--- config.mk ---
export PLATFORM = sky130hd
export DESIGN_NAME = alu_read_mux_seq
export DESIGN_NICKNAME = d
export VERILOG_FILES = /design/src/rtl/alu_read_mux_seq.sv
export SDC_FILE = /design/constraint.sdc
export NUM_CORES = 1
export LEC_CHECK = 0
export CORE_UTILIZATION = 39
export CTS_CLUSTER_SIZE = 12
export DETAILED_ROUTE_END_ITERATION = 7
export PLACE_DENSITY = 0.94
export SYNTH_ARGS = -nofsm -noshare
export SYNTH_HDL_FRONTEND = slang
export SYNTH_SLANG_ARGS = --single-unit
export TNS_END_PERCENT = 20
--- constraint.sdc ---
create_clock -name clk -period 5.1 [get_ports clk]
set_input_delay 1.53 -clock clk [delete_from_list [all_inputs] [get_ports clk]]
set_output_delay 1.53 -clock clk [all_outputs]
set_load 0.005 [all_outputs]
--- src/rtl/alu_read_mux_seq.sv ---
// alu_read_mux_seq: registered source selector feeding the ALU input bus.
// Register sources are read in one cycle. The RAM slot is fetched through a
// req/ack handshake that aborts with an error after TIMEOUT wait cycles.
module alu_read_mux_seq #(
  parameter int WIDTH   = 16,
  parameter int NSRC    = 8,
  parameter int SEL_W   = 3,
  parameter int RAM_SEL = 7,
  parameter int TIMEOUT = 15
) (
  input  logic                  clk,
  input  logic                  reset_n,
  input  logic                  rd_en,
  input  logic [SEL_W-1:0]      select,
  input  logic [NSRC*WIDTH-1:0] src_bus,
  input  logic [WIDTH-1:0]      ram_data,
  input  logic                  ram_ack,
  output logic                  ram_rd,
  output logic [WIDTH-1:0]      to_alus,
  output logic                  to_alus_valid,
  output logic                  busy,
  output logic                  err
);

  typedef enum logic {
    IDLE,
    RAM_WAIT
  } state_t;

  state_t           state;
  state_t           state_nxt;
  logic [7:0]       wait_cnt;
  logic [7:0]       wait_cnt_nxt;
  logic [WIDTH-1:0] data_nxt;
  logic             valid_nxt;
  logic             err_nxt;
  logic             ram_rd_nxt;
  logic [WIDTH-1:0] reg_val;
  logic             sel_illegal;
  logic             sel_ram;

  localparam logic [7:0] LAST_WAIT = 8'(TIMEOUT - 1);

  // Decode the select code into illegal / RAM / register source classes
  always_comb begin
    sel_illegal = (int'(select) >= NSRC);
    sel_ram     = (int'(select) == RAM_SEL);
  end

  // Register-source multiplexer; the RAM slot and illegal codes yield zero
  always_comb begin
    reg_val = '0;
    for (int i = 0; i < NSRC; i++) begin
      if ((int'(select) == i) && (i != RAM_SEL)) begin
        reg_val = src_bus[i*WIDTH +: WIDTH];
      end
    end
  end

  // Next-state and next-output logic; strobes default low, data holds
  always_comb begin
    state_nxt    = state;
    wait_cnt_nxt = wait_cnt;
    data_nxt     = to_alus;
    valid_nxt    = 1'b0;
    err_nxt      = 1'b0;
    ram_rd_nxt   = ram_rd;
    case (state)
      IDLE: begin
        if (rd_en) begin
          if (sel_illegal) begin
            data_nxt  = '0;
            valid_nxt = 1'b1;
            err_nxt   = 1'b1;
          end else if (sel_ram) begin
            ram_rd_nxt   = 1'b1;
            wait_cnt_nxt = '0;
            state_nxt    = RAM_WAIT;
          end else begin
            data_nxt  = reg_val;
            valid_nxt = 1'b1;
          end
        end
      end
      RAM_WAIT: begin
        if (ram_ack) begin
          data_nxt     = ram_data;
          valid_nxt    = 1'b1;
          ram_rd_nxt   = 1'b0;
          wait_cnt_nxt = '0;
          state_nxt    = IDLE;
        end else if (wait_cnt == LAST_WAIT) begin
          data_nxt     = '0;
          valid_nxt    = 1'b1;
          err_nxt      = 1'b1;
          ram_rd_nxt   = 1'b0;
          wait_cnt_nxt = '0;
          state_nxt    = IDLE;
        end else begin
          wait_cnt_nxt = wait_cnt + 8'd1;
        end
      end
      default: begin
        state_nxt  = IDLE;
        ram_rd_nxt = 1'b0;
      end
    endcase
  end

  // State and output registers, cleared asynchronously by reset_n
  always_ff @(posedge clk or negedge reset_n) begin
    if (!reset_n) begin
      state         <= IDLE;
      wait_cnt      <= '0;
      to_alus       <= '0;
      to_alus_valid <= 1'b0;
      err           <= 1'b0;
      ram_rd        <= 1'b0;
    end else begin
      state         <= state_nxt;
      wait_cnt      <= wait_cnt_nxt;
      to_alus       <= data_nxt;
      to_alus_valid <= valid_nxt;
      err           <= err_nxt;
      ram_rd        <= ram_rd_nxt;
    end
  end

  // busy mirrors the outstanding RAM request
  assign busy = ram_rd;

endmodule
==> impl_metrics.yaml, run 1 <==
critical_path:
  cp-end-kind: "flop"
  start_kind: "input pin"
  crit_required_ns: 5.32
  cp.arrival_ns: 3.92
  path_max_fanout: 16
  reg2reg_from: "state"
  r2r_end: "to_alus[7]"
  worstSetupPathType: "input pin to flop"
  ff2ff_path_depth: 4
  r2r_setup_slack_ns: 3.04
detailed_routing:
  via_count: 2870
  drt_wl_total_mm: 8.553
  detail_route.wl_per_cell_um: 16.87
  drt_iter0_markers: 121
  drc: 0
  routed_via_density: 5.661
  detail-route-antenna-nets: 0
  dr.pass1.iters: 4
finish:
  nNetsFinal: 586
  insertedDiodeCount: 0
  n_fill_cell: 504
  final_core_util_pct: 67.47
  synthToLayoutAreaGrowth_pct: 62.88
  seqCellArea_sq_um: 700.7
  drive_gt1_share_pct: 7.407
  multi_input_area_sq_um: 1613
timing:
  whs_ns: 0.5244
  setup-violations-final: 0
  slew_headroom_pct: 28.37
  timing.final.crit_share_pct: 72.46
  final-hold-violation-count: 0
  worstMarginPinSlew_ns: 1.072
  fin_crit_ns: 3.695
  finalSetupTns_ns: 0
  grt_setup_unrepaired: "no"
  skew_ns: 0.008141
  slew_violations: 0
  max_freq_mhz: 270.6
pwr:
  p_int_w: 0.0005693
  ir_worst_vdd_uv: 199.8
  leakage_nw: 1.791
  p_switching_w: 0.0002098
  p_sw_share_pct: 26.92
  seqPwrFrac_pct: 35.5
  p_clk_share_pct: 22.9
  p_comb_share_pct: 41.6
  p_per_area_nw_per_um2: 189.4
clock_tree:
  cts_resized: 0
  cts_tree: "built"
  hold_buffers: 0
  clock_path_buffers: 2
  clk_latency_ns: 0.29
  htreeDepth: 1
  cts_root_buf: "clkbuf_8"
  postCtsSetupBuffers: 0
  path_clk_slew_ns: 0.09
  cts.sinks: 28
  cts_buffers: 3
place:
  hpwl_mm: 6.693
  io_buffers: 154
  place_congestion: 0.7899
synth:
  synth_area_leaders: "dfrtp_1, mux2_2, mux2i_1"
  synth_compound_area_share_pct: 33.35
  synth_fp_nets: 452
  synth-async-reset-ratio_pct: 100.0
  postSynthAreaPerCell_sq_um: 8.445
  synth-main-ff-cell: "dfrtp_1"
  ys_seq_elements: 28
  synthCells: 299
  syn_area_sq_um: 2525
  synth-simple-area-share_pct: 13.97
  synthAdderAreaFrac_pct: 0.9911
  yosysWarningCount: 0
  yosys-mux-area-fraction_pct: 13.48
  synth_xor_area_share_pct: 2.081
  netlist.area_leader.share_pct: 27.75
  synth_top_family_by_area: "compound AO/OA/AOI/OAI gates"
  synth_cell_types: 38
  synth-edff-count: 0
  synth_common_cells: "dfrtp_1, o21ai_0, nand2_1"
  yosysSeqAreaShare_pct: 27.75
  synth_top_area_cell: "dfrtp_1"
  yosysMostFrequentCell: "dfrtp_1"
floorplanning:
  pin_count: 171
  dieArea_sq_um: 6800
  die_w_um: 82.46
  core_sq_um: 6096
  start_util_pct: 41.42
  row_count: 28
  die_y_um: 82.46
hold_path:
  hold_depth: 1
  min_path_type: "flop to flop"
  min_from: "to_alus[9]"
  holdPathEnd: "to_alus[9]"
status:
  status: "finished clean"
global_route:
  grt_usage_pct: 25.98
  grt_pass1_wl_mm: 13.30
  gr-total-overflow: 0
  grt_max_degree: 41
  grt_pass1_vias: 2910
  grt_antenna_before_repair: 0
job:
  cap_viol_max_count: 0
==> placed cells by master, fill, tap and decap left out, drive strengths merged <==
cell type / n
a21boi: 16
a221o: 16
bufinv: 1
o22ai: 16
clkbuf: 3
and3b: 1
buf: 5
nand4: 3
a21oi: 1
a41oi: 1
a21o: 16
xnor2: 1
o21ai: 37
or2: 1
or2b: 2
nand3: 3
dfrtp: 28
inv: 18
nor3b: 1
nand2: 19
clkdlybuf4s50: 153
nand2b: 2
ha: 2
mux2: 16
nor2: 10
xor2: 5
nor2b: 4
and2: 1
and3: 18
mux2i: 16
a2bb2oi: 16
==> layout make-up <==
class | count | share of cell area (%)
Tap cell | 75 | 2.282
Clock inverter | 1 | 0.7301
Sequential cell | 28 | 17.04
Timing Repair Buffer | 158 | 38.09
Clock buffer | 3 | 1.004
Multi-Input combinational cell | 224 | 39.22
Inverter | 18 | 1.643
==> flip-flops by register name (all words and copies together) (netlist names) <==
name           flops
to_alus           16
wait_cnt           8
busy               1
err                1
state              1
to_alus_valid      1
==> critical path, cell delays in order <==
cell             delay (ns)
clkdlybuf4s50_1        0.76
nor2b_1                0.91
a2bb2oi_1              0.16
a21o_1                 0.21
o21ai_0                0.15
a221o_1                0.20
==> routing by layer <==
layer	vias to the layer above	share of wire, %	global-route usage (%)
li1	1376	-	-
met1	1336	38	27.27
met2	128	51	49.26
met3	30	7.2	4.615
met4	0	4.1	12.81
met5	-	0	0
==> power groups by stage <==
| stage | Sequential [W] | Combinational, W | Clock, W |
|---|---|---|---|
| finish | 0.000277 | 0.000324 | 0.000178 |
| global route | 0.000281 | 0.000353 | 0.000186 |
| CTS | 0.000277 | 0.000325 | 0.000178 |
| detailed placement | 0.000280 | 0.000324 | 0 |
| floorplan | 0.000277 | 0.000135 | 0 |
| global placement | 0.000279 | 0.000315 | 0 |
==> per-stage QoR <==
step,power [W],std cells,area [sq um],setup WS (ns)
2_1_floorplan,0.0004126,299,2525,2.173
3_3_place_gp,0.0005941,503,4041,1.161
3_5_place_dp,0.0006042,503,4041,1.129
4_1_cts,0.0007794,507,4113,1.432
5_1_grt,0.0008206,507,4113,1.213
6_report,0.0007791,507,4113,1.405
==> logic make-up (layout without fill, tap and decap cells) <==
family | Yosys count | after routing
fa+ha+maj | 2 | 2
buf+inv | 47 | 180
xor+xnor | 6 | 6
compound gates | 119 | 119
flops | 28 | 28
simple gates | 65 | 65
mux | 32 | 32
==> worst max-delay path by stage <==
stage	startpoint	to	slack, ns	cells past startpoint
2_1_floorplan	select[0]	to_alus[8]	2.17	7
3_3_place_gp	select[1]	to_alus[8]	1.16	6
3_5_place_dp	select[1]	to_alus[13]	1.13	6
4_1_cts	select[1]	to_alus[8]	1.43	6
5_1_grt	select[1]	to_alus[10]	1.21	6
6_report	select[1]	to_alus[6]	1.40	6
Note: power is estimated with default switching activity, not from simulation.
==> inputs of run 2 (changes only) <==
--- a/config.mk
+++ b/config.mk
@@ -5,10 +5,10 @@
 export SDC_FILE = /design/constraint.sdc
 export NUM_CORES = 1
 export LEC_CHECK = 0
-export CORE_UTILIZATION = 39
+export CORE_UTILIZATION = 36
 export CTS_CLUSTER_SIZE = 12
 export DETAILED_ROUTE_END_ITERATION = 7
-export PLACE_DENSITY = 0.94
+export PLACE_DENSITY = 0.88
 export SYNTH_ARGS = -nofsm -noshare
 export SYNTH_HDL_FRONTEND = slang
 export SYNTH_SLANG_ARGS = --single-unit
==> constraint.sdc (replaced) <==
create_clock -name clk -period 3.7 [get_ports clk]
set_input_delay 1.11 -clock clk [delete_from_list [all_inputs] [get_ports clk]]
set_output_delay 1.11 -clock clk [all_outputs]
set_load 0.005 [all_outputs]
==> impl_metrics.yaml, run 2 (synthesis gave the netlist of run 1 again) <==
critical_path:
  crit_required_ns: 3.92
  cpPeakStageDelay_ns: 0.66
  worstSetupPathType: "input pin to flop"
  cp.arrival_ns: 3.30
  start_kind: "input pin"
  ff2ff_path_depth: 4
  path_max_fanout: 27
  crit_slowest_cell: "and3b_1"
  cp-end-kind: "flop"
  crit_path_cell_trace: "clkdlybuf4s50_1, buf_4, and3b_1, nand2_1, a21boi_0, o21ai_0, a221o_1"
detailed_routing:
  dr.pass1.iters: 6
  drt_wl_total_mm: 8.842
  detail_route.wl_per_cell_um: 16.65
  routed_via_density: 5.422
  detail-route-antenna-nets: 0
  drt_iter0_markers: 85
  drc: 0
  via_count: 2879
timing:
  slew_violations: 0
  setup-violations-final: 0
  finalSetupTns_ns: 0
  worstMarginPinSlew_ns: 1.179
  timing.final.crit_share_pct: 83.21
  skew_ns: 0.003387
  slew_headroom_pct: 21.24
  fin_crit_ns: 3.079
  max_freq_mhz: 324.8
  final-hold-violation-count: 0
  grt_setup_unrepaired: "no"
pwr:
  leakage_nw: 1.806
  p_per_area_nw_per_um2: 258.3
  ir_worst_vdd_uv: 186.8
  power_w: 0.001075
clock_tree:
  postCtsSetupBuffers: 0
  cts_resized: 0
  cts_tree: "built"
  cts_root_buf: "clkbuf_8"
  path_clk_slew_ns: 0.10
  hold_buffers: 0
  cts.sinks: 28
  clk_latency_ns: 0.28
  cts_buffers: 3
  clock_path_buffers: 2
  htreeDepth: 1
place:
  placed_cells: 527
  place_congestion: 0.8500
  hpwl_mm: 6.931
  place_area_sq_um: 4090
  io_buffers: 154
hold_path:
  min_path_type: "flop to flop"
  hold_depth: 1
finish:
  largest_reg_flops: 16
  insertedDiodeCount: 0
  drive_gt1_share_pct: 8.046
  instances_no_fill: 531
  synthToLayoutAreaGrowth_pct: 64.82
  mostFrequentLayoutCells: "clkdlybuf4s50_1, dfrtp_1, o21ai_0"
  final_common_cell: "clkdlybuf4s50_1"
  finalInstanceArea_sq_um: 4161
  nNetsFinal: 589
  largest_register: "to_alus"
  largestRegisters: "to_alus: 16 flops, wait_cnt: 8 flops"
global_route:
  grt_use_met3_pct: 3.946
  grt-busiest-layer: "met2"
  grt_antenna_before_repair: 0
  met1_usage_pct: 27.98
  grt_pass1_vias: 3042
  grt_usage_pct: 24.70
  gr-total-overflow: 0
  grt_pass1_wl_mm: 14.30
  grt_max_degree: 29
  met2_usage_pct: 44.95
floorplanning:
  core_sq_um: 6794
  start_util_pct: 37.16
  die_w_um: 85.75
  dieArea_sq_um: 7352
  die_y_um: 85.75
  row_count: 30
  pin_count: 171
status:
  status: "finished clean"
job:
  cap_viol_max_count: 0
## run 2: where the power goes
| group | switching [W] | internal, W |
|---|---|---|
| Sequential | 0.0000339 | 0.000349 |
| Combinational | 0.000158 | 0.000293 |
| Clock | 0.0000970 | 0.000145 |
## run 2: critical path: cells and delay by family
family	cells	cell delay (ns)
AOI/OAI and AO/OA	3	0.63
buffers and inverters	2	0.74
and+or+nand+nor	2	0.82
## run 2: path summary, 6_finish.rpt
path                                   from     endpoint  slack (ns)
worst max-delay path              select[1]   to_alus[5]        0.62
worst min-delay path            to_alus[13]  to_alus[13]        0.52
worst max register to register        state   to_alus[2]        1.66
worst min register to register  to_alus[13]  to_alus[13]        0.52
max in group asynchronous           reset_n  to_alus[14]        2.24
min in group asynchronous           reset_n   to_alus[7]        1.20
## run 2: layout make-up
type	instances	area, sq um
fill	583	2633
inverter	18	67.56
clock inverter	1	30.03
tap	96	120.1
timing repair buffer	161	1589
clock buffer	3	41.29
multi-input combinational	224	1613
sequential	28	700.7
## run 2: through the flow
step	worst slack, ns	util, %	hold WS, ns
after CTS	0.6429	61.25	0.5240
after floorplan	1.193	-	0.4934
after detailed placement	0.3672	60.20	0.5038
final	0.6214	61.25	0.5221
after global routing	0.4707	61.25	0.5353
after global placement	0.4340	60.20	0.4946
## run 2: routing by layer
layer | vias to the layer above | share of wire [%]
met4 | 0 | 5.0
met2 | 125 | 50
li1 | 1384 | -
met3 | 34 | 5.8
met1 | 1336 | 39
met5 | - | 0
==> inputs of run 3 (changes only) <==
==> constraint.sdc (replaced) <==
create_clock -name clk -period 3.1 [get_ports clk]
set_input_delay 0.93 -clock clk [delete_from_list [all_inputs] [get_ports clk]]
set_output_delay 0.93 -clock clk [all_outputs]
set_load 0.005 [all_outputs]
==> impl_metrics.yaml, run 3 (synthesis gave the netlist of run 1 again) <==
clock_tree:
  cts_root_buf: "clkbuf_8"
  path_clk_slew_ns: 0.09
  cts.sinks: 28
  cts_tree: "built"
  htreeDepth: 1
  hold_buffers: 0
  clock_path_buffers: 2
  postCtsSetupBuffers: 0
  cts_resized: 0
  cts_buffers: 3
  clk_latency_ns: 0.28
timing:
  slew_headroom_pct: 22.14
  slew_violations: 0
  grt_setup_unrepaired: "no"
  final-hold-violation-count: 0
  fin_crit_ns: 2.841
  max_freq_mhz: 352.0
  skew_ns: 0.003840
  setup-violations-final: 0
  worstMarginPinSlew_ns: 1.164
  timing.final.crit_share_pct: 91.63
critical_path:
  crit_required_ns: 3.31
  reg2reg_from: "state"
  cpPeakStageDelay_ns: 0.89
  crit_path_cell_trace: "clkdlybuf4s50_1, nor2b_1, a2bb2oi_1, a21o_1, o21ai_0, a221o_1"
  path_max_fanout: 16
  crit_slowest_cell: "nor2b_1"
  ff2ff_path_depth: 3
  cp-end-kind: "flop"
  r2r_setup_slack_ns: 1.02
  worstSetupPathType: "input pin to flop"
  r2r_end: "to_alus[4]"
  cp.arrival_ns: 3.05
  start_kind: "input pin"
finish:
  mostFrequentLayoutCells: "clkdlybuf4s50_1, dfrtp_1, o21ai_0"
  largest_register: "to_alus"
  finalInstanceArea_sq_um: 4197
  synthToLayoutAreaGrowth_pct: 66.20
  n_fill_cell: 580
  drive_gt1_share_pct: 8.676
  final_core_util_pct: 61.77
  largestRegisters: "to_alus: 16 flops, wait_cnt: 8 flops"
  final_common_cell: "clkdlybuf4s50_1"
  largest_reg_flops: 16
  insertedDiodeCount: 0
  nNetsFinal: 592
place:
  place_congestion: 0.8644
  hpwl_mm: 6.858
  io_buffers: 154
  place_area_sq_um: 4125
pwr:
  seqPwrFrac_pct: 35.3
  p_switching_w: 0.0003488
  p_int_w: 0.0009451
  ir_worst_vdd_uv: 181.5
  leakage_nw: 1.824
  p_clk_share_pct: 22.4
  p_per_area_nw_per_um2: 308.3
  p_comb_share_pct: 42.3
  p_sw_share_pct: 26.96
hold_path:
  hold_depth: 1
  holdPathEnd: "to_alus[6]"
  min_from: "to_alus[6]"
  min_path_type: "flop to flop"
status:
  status: "finished clean"
global_route:
  grt_antenna_before_repair: 0
  grt_usage_pct: 24.05
  gr-total-overflow: 0
  grt_pass1_wl_mm: 13.94
  grt_pass1_vias: 2870
  grt_max_degree: 41
detailed_routing:
  detail-route-antenna-nets: 0
  detail_route.wl_per_cell_um: 16.68
  routed_via_density: 5.318
  drt_iter0_markers: 123
  via_count: 2840
  drt_wl_total_mm: 8.905
  dr.pass1.iters: 4
  drc: 0
floorplanning:
  die_y_um: 85.75
  row_count: 30
  pin_count: 171
  start_util_pct: 37.16
  core_sq_um: 6794
  die_w_um: 85.75
  dieArea_sq_um: 7352
job:
  cap_viol_max_count: 0
run 3: cell count changes in the layout (fill, tap and decap cells not counted), sizes merged:
| cell | change |
|---|---|
| buf | +3 |
run 3: worst max-delay path, delay by kind of cell:
kind | cells | cell delay [ns]
AO/OA/AOI/OAI | 4 | 0.77
buffers and inverters | 1 | 0.47
AND/OR/NAND/NOR | 1 | 0.89
run 3: final cells by class:
type	count	area, sq um	share of cell area [%]
Clock buffer	3	41.29	0.9839
Clock inverter	1	30.03	0.7156
Inverter	18	67.56	1.610
Multi-Input combinational cell	224	1613	38.43
Sequential cell	28	700.7	16.70
Tap cell	96	120.1	2.862
Timing Repair Buffer	164	1624	38.70
run 3: per-stage QoR:
step	TNS (ns)	hold slack, ns	power [W]	instances	setup slack (ns)
after floorplan	0	0.4934	0.0006788	299	0.7729
after global placement	0	0.4950	0.0009911	530	0.04513
after global routing	0	0.5437	0.001365	534	0.07628
after detailed placement	-0.02923	0.4997	0.001007	530	-0.02923
final	0	0.5179	0.001294	534	0.2594
after CTS	0	0.5253	0.001306	534	0.2576
run 3: how the worst max path moves through the flow:
stage	end	cells past startpoint	slack [ns]	startpoint
2_1_floorplan	to_alus[8]	7	0.77	select[0]
3_3_place_gp	to_alus[3]	6	0.05	select[1]
3_5_place_dp	to_alus[5]	6	-0.03	select[1]
4_1_cts	to_alus[5]	6	0.26	select[1]
5_1_grt	to_alus[5]	6	0.08	select[1]
6_report	to_alus[5]	6	0.26	select[1]
run 3: power groups by stage:
| stage | logic, W | clock network (W) | registers, W |
|---|---|---|---|
| 5_1_grt | 0.000591 | 0.000310 | 0.000464 |
| 3_5_place_dp | 0.000546 | 0 | 0.000461 |
| 6_report | 0.000548 | 0.000290 | 0.000456 |
| 4_1_cts | 0.000551 | 0.000298 | 0.000457 |
| 2_1_floorplan | 0.000223 | 0 | 0.000456 |
| 3_3_place_gp | 0.000530 | 0 | 0.000461 |
run 3: routing by layer:
| layer | part of all wire, % | GRT usage, % | vias up | wire (um) |
|---|---|---|---|---|
| met5 | 0 | 0 | - | 0 |
| met4 | 3.2 | 8.182 | 0 | 282 |
| met3 | 5.4 | 4.524 | 20 | 480 |
| met2 | 51 | 44.51 | 113 | 4504 |
| met1 | 41 | 27.70 | 1325 | 3638 |
| li1 | - | - | 1382 | - |
